==> config.mk <==
export PLATFORM = sky130hd
export DESIGN_NAME = qspi_flex_fifo
export DESIGN_NICKNAME = d
export VERILOG_FILES = /design/src/rtl/qspi_flex_fifo.sv
export SDC_FILE = /design/constraint.sdc
export NUM_CORES = 1
export LEC_CHECK = 0
export BUFFER_PORTS_ARGS = -buffer_cell sky130_fd_sc_hd__buf_2
export CAP_MARGIN = 20
export CORE_MARGIN = 3
export CORE_UTILIZATION = 55
export CTS_CLUSTER_DIAMETER = 30
export DETAILED_ROUTE_END_ITERATION = 6
export PLACE_DENSITY = 0.72
export SYNTH_ARGS = -nofsm -noshare
export SYNTH_HDL_FRONTEND = slang
export SYNTH_SLANG_ARGS = --single-unit
export TNS_END_PERCENT = 1
==> constraint.sdc <==
create_clock -name clk -period 5.2 [get_ports clk]
set_input_delay 0.26 -clock clk [delete_from_list [all_inputs] [get_ports clk]]
set_output_delay 0.26 -clock clk [all_outputs]
set_load 0.02 [all_outputs]
==> src/rtl/qspi_flex_fifo.sv <==
// Synchronous FIFO for the QSPI TX/RX data paths. Read mode is selectable (registered or FWFT).
// Thresholds are programmable at runtime, and the error flags are sticky.
module qspi_flex_fifo #(
    parameter int DATA_WIDTH = 32,
    parameter int FIFO_DEPTH = 16,
    parameter int FWFT       = 0,
    localparam int CW        = $clog2(FIFO_DEPTH) + 1
) (
    input  logic                  clk,
    input  logic                  rst_n,
    input  logic                  wr_en,
    input  logic [DATA_WIDTH-1:0] wr_data,
    input  logic                  rd_en,
    output logic [DATA_WIDTH-1:0] rd_data,
    input  logic                  flush,
    input  logic                  err_clr,
    input  logic [CW-1:0]         af_thresh,
    input  logic [CW-1:0]         ae_thresh,
    output logic [CW-1:0]         level,
    output logic                  full,
    output logic                  empty,
    output logic                  almost_full,
    output logic                  almost_empty,
    output logic                  overflow,
    output logic                  underflow
);
    localparam int AW = $clog2(FIFO_DEPTH);

    logic [DATA_WIDTH-1:0] r_mem [FIFO_DEPTH];
    logic [AW-1:0]         r_wr_ptr;
    logic [AW-1:0]         r_rd_ptr;
    logic [CW-1:0]         r_level;
    logic                  r_overflow;
    logic                  r_underflow;

    logic w_full;
    logic w_empty;
    logic w_rd_acc;
    logic w_wr_acc;
    logic w_ovf_set;
    logic w_unf_set;

    assign w_full    = (r_level == CW'(FIFO_DEPTH));
    assign w_empty   = (r_level == '0);
    // Flush masks both requests, so no acceptance or error can occur in a flush cycle.
    assign w_rd_acc  = rd_en && !w_empty && !flush;
    assign w_wr_acc  = wr_en && !flush && (!w_full || w_rd_acc);
    assign w_ovf_set = wr_en && !flush && !w_wr_acc;
    assign w_unf_set = rd_en && !flush && w_empty;

    always_ff @(posedge clk) begin
        if (w_wr_acc) begin
            r_mem[r_wr_ptr] <= wr_data;
        end
    end

    always_ff @(posedge clk or negedge rst_n) begin
        if (!rst_n) begin
            r_wr_ptr <= '0;
            r_rd_ptr <= '0;
            r_level  <= '0;
        end else if (flush) begin
            r_wr_ptr <= '0;
            r_rd_ptr <= '0;
            r_level  <= '0;
        end else begin
            if (w_wr_acc) begin
                r_wr_ptr <= r_wr_ptr + AW'(1);
            end
            if (w_rd_acc) begin
                r_rd_ptr <= r_rd_ptr + AW'(1);
            end
            case ({w_wr_acc, w_rd_acc})
                2'b10:   r_level <= r_level + CW'(1);
                2'b01:   r_level <= r_level - CW'(1);
                default: r_level <= r_level;
            endcase
        end
    end

    // A new error in the same cycle as err_clr keeps the flag set.
    always_ff @(posedge clk or negedge rst_n) begin
        if (!rst_n) begin
            r_overflow  <= 1'b0;
            r_underflow <= 1'b0;
        end else begin
            if (w_ovf_set) begin
                r_overflow <= 1'b1;
            end else if (err_clr) begin
                r_overflow <= 1'b0;
            end
            if (w_unf_set) begin
                r_underflow <= 1'b1;
            end else if (err_clr) begin
                r_underflow <= 1'b0;
            end
        end
    end

    generate
        if (FWFT != 0) begin : g_fwft
            assign rd_data = w_empty ? '0 : r_mem[r_rd_ptr];
        end else begin : g_reg
            logic [DATA_WIDTH-1:0] r_rd_data;
            always_ff @(posedge clk or negedge rst_n) begin
                if (!rst_n) begin
                    r_rd_data <= '0;
                end else if (flush) begin
                    r_rd_data <= '0;
                end else if (w_rd_acc) begin
                    r_rd_data <= r_mem[r_rd_ptr];
                end
            end
            assign rd_data = r_rd_data;
        end
    endgenerate

    assign level        = r_level;
    assign full         = w_full;
    assign empty        = w_empty;
    assign almost_full  = (r_level >= af_thresh);
    assign almost_empty = (r_level <= ae_thresh);
    assign overflow     = r_overflow;
    assign underflow    = r_underflow;
endmodule

==> qor.txt <==
port bufs: 90
Antenna diodes: 0
CP required: 5420 ps
arrival time worst endpoint: 3190 ps
GRT overflow: 0
PwrDens: 539.3 mW/mm^2
drc violations: 0
VDD IR max: 472.6 uV
Max Buffers Root-to-Sink: 3
hpwl dp: 23270 um
worst min path class: primary input to register
initial antenna violation count: 0
Placed Area: 0.02276 sq mm
Initial Utilization: 55.80%
post-synthesis sequential area ratio: 76.39%
Root Driver: clkbuf_16
drt wl/cell: 26.79 um
Worst-Margin Slew: 1069 ps
CTS tree: built
crit path capture type: register
Pwr Total: 14.28 mW
Max Fclk: 0.3377 GHz
final hold vios: 0
Post-synth EDFFs: 512
Final Skew: 20.84 ps
Routed WL: 47650 um
GRT Util Overall: 23.65%
Critical Path Source Type: register
Slew headroom: 28.71%
number of global-route vias before repair: 11746
Worst-path clk slew: 50 ps
first-pass GRT wire length: 72550 um
setup TNS: 0 ps
final RePlAce weighted congestion: 0.7352
vias post-DR: 10777
filler instances: 2338
Synth warnings: 0
syn nets: 1075
die width: 204.5 um
Post-Syn Area: 0.02167 sq mm
DR vias/cell: 6.058
ANT nets after route: 0
post-CTS sizing: 0
die area: 0.04181 sq mm
Area Overhead vs Synth: 22.24%
Cell Rows: 72
design area: 0.02649 sq mm
die height: 204.5 um
setup bufs post-CTS: 0
layout cells sized above 1: 35.13%
clk_lat worst skew: 620 ps
I/O pin total: 91
status: finished, final reports clean
nets: 1239
hold slack final: 26.72 ps
period utilisation layout: 56.95%
Max Cap Viol: 0
1st-iter DRT viols: 1028
Avg Inst Size Synth: 21.50 sq um
final worst path period need: 2962 ps
H-tree Lvls: 3
Primary FF master, synth: edfxtp_1
Syn Inst Count: 1008
CP Class: register to register
Pre-antenna DRT Iters: 5
RSZ-0062 raised after global routing: false
Synth Register Bits: 559
CTS Sinks: 559
Pins Over Slew Limit: 0
Register Area: 0.01656 sq mm
core area: 0.03883 sq mm
ys async rst share: 8.408%
worst-path fanout max: 32
post-synthesis cell type count: 40
Lkg Pwr: 8.901 nW
CTS buffer count: 101
Finish-stage setup viols: 0
largest net degree at the start of global routing: 82
area occupied by multi-input gates: 0.004871 sq mm
## report_power, final
part / total, mW / switching [mW] / internal [mW]
sequential: 5.28 / 0.225 / 5.06
clock: 6.93 / 2.27 / 4.65
combinational: 2.07 / 1.05 / 1.03
total: 14.3 / 3.54 / 10.7
## stage by stage
step | instances | utilization [%] | worst slack, ps
finish | 1779 | 68.22 | 2238
global route | 1779 | 68.22 | 2068
CTS | 1777 | 68.11 | 2226
detailed placement | 1581 | 58.63 | 2419
global placement | 1581 | 58.63 | 2504
floorplan | 1008 | - | 548.9
## final timing paths
check / from / endpoint / slack [ps] / cells past startpoint
setup / recovery: level[4] / r_mem[10][14] / 2240 / 5
hold / removal: wr_data[13] / r_mem[11][13] / 30 / 1
setup reg to reg: level[4] / r_mem[10][14] / 2240 / 5
hold reg to reg: rd_data[7] / rd_data[7] / 480 / 2
max in group asynchronous: rst_n / r_rd_ptr[1] / 4230 / 3
min in group asynchronous: rst_n / level[3] / 350 / 3
## per-layer routing
layer	vias up	wire [um]	part of all wire, %	GRT usage [%]
met2	487	23650	50	38.18
met3	82	3791	8.0	6.275
met5	-	0	0	0
met1	5665	19170	40	31.86
li1	4543	-	-	-
met4	0	1042	2.2	8.036
## area by class of cell
| cell class | count | area share, % |
|---|---|---|
| clock buffers | 118 | 10.10 |
| well taps | 518 | 2.447 |
| clock inverters | 74 | 3.656 |
| repair buffers | 114 | 2.608 |
| multi-input cells | 377 | 18.39 |
| inverters | 19 | 0.2693 |
| flip-flops and latches | 559 | 62.53 |
## cells by family (layout without fill, tap and decap cells)
| logic type | Yosys count | in the layout | synth area share, % |
|---|---|---|---|
| muxes | 194 | 194 | 16.40 |
| DFF | 559 | 559 | 76.39 |
| and+or+nand+nor | 100 | 100 | 2.252 |
| xor gates and xnor gates | 9 | 9 | 0.3638 |
| buffers and inverters | 72 | 325 | 1.461 |
| adders and majority gates | 19 | 19 | 1.132 |
| AOI/OAI and AO/OA | 55 | 55 | 2.004 |
## sequential cells by signal, indices dropped and copies added (netlist names)
name       count
overflow       1
r_rd_ptr       4
r_wr_ptr       4
underflow      1
level          5
rd_data       32
r_mem        512
## synth_stat cells, types with 6 or more instances
cell type / instances / area share, %
o221ai_1: 32 / 1.3
mux2i_1: 64 / 3.0
xor2_1: 6 / 0.24
dfrtp_1: 47 / 5.4
nand2_1: 41 / 0.71
a21oi_1: 8 / 0.18
ha_1: 18 / 1.0
nor2_1: 19 / 0.33
inv_1: 19 / 0.33
mux4_2: 128 / 13
buf_2: 22 / 0.51
and2_1: 9 / 0.26
edfxtp_1: 512 / 71
clkbuf_1: 25 / 0.43
## what timing repair did
| item | CTS | global route |
|---|---|---|
| hold buffers | 4 | 0 |
| hold endpoints to repair | 55 | 0 |
| setup endpoints to repair | 0 | 0 |
## critical path, cell delays in order, from the launching register on
cell and delay [ps]:
dfrtp_1 520, nor2b_1 220, nand2_1 160, nand2_1 210, nor3b_1 470, and2_2 950
## layout by cell type, fill, tap and decap left out, types with 4 or more instances in the layout
cell type      count
a21oi_1            8
and2_2             8
buf_12             4
buf_2             90
buf_4             16
bufinv_16         19
clkbuf_1          12
clkbuf_16        104
clkinv_2          19
clkinv_4          10
clkinvlp_4        10
dfrtp_1           44
dlygate4sd3_1      4
edfxtp_1         512
ha_1              18
inv_1             19
inv_6              9
mux2i_1           64
mux4_2           128
nand2_1           41
nand3_1            4
nor2_1            15
nor2_4             5
nor2b_1            4
nor4_2             4
o221ai_1          32
xor2_1             6
Note: power is estimated with default switching activity, not from simulation.
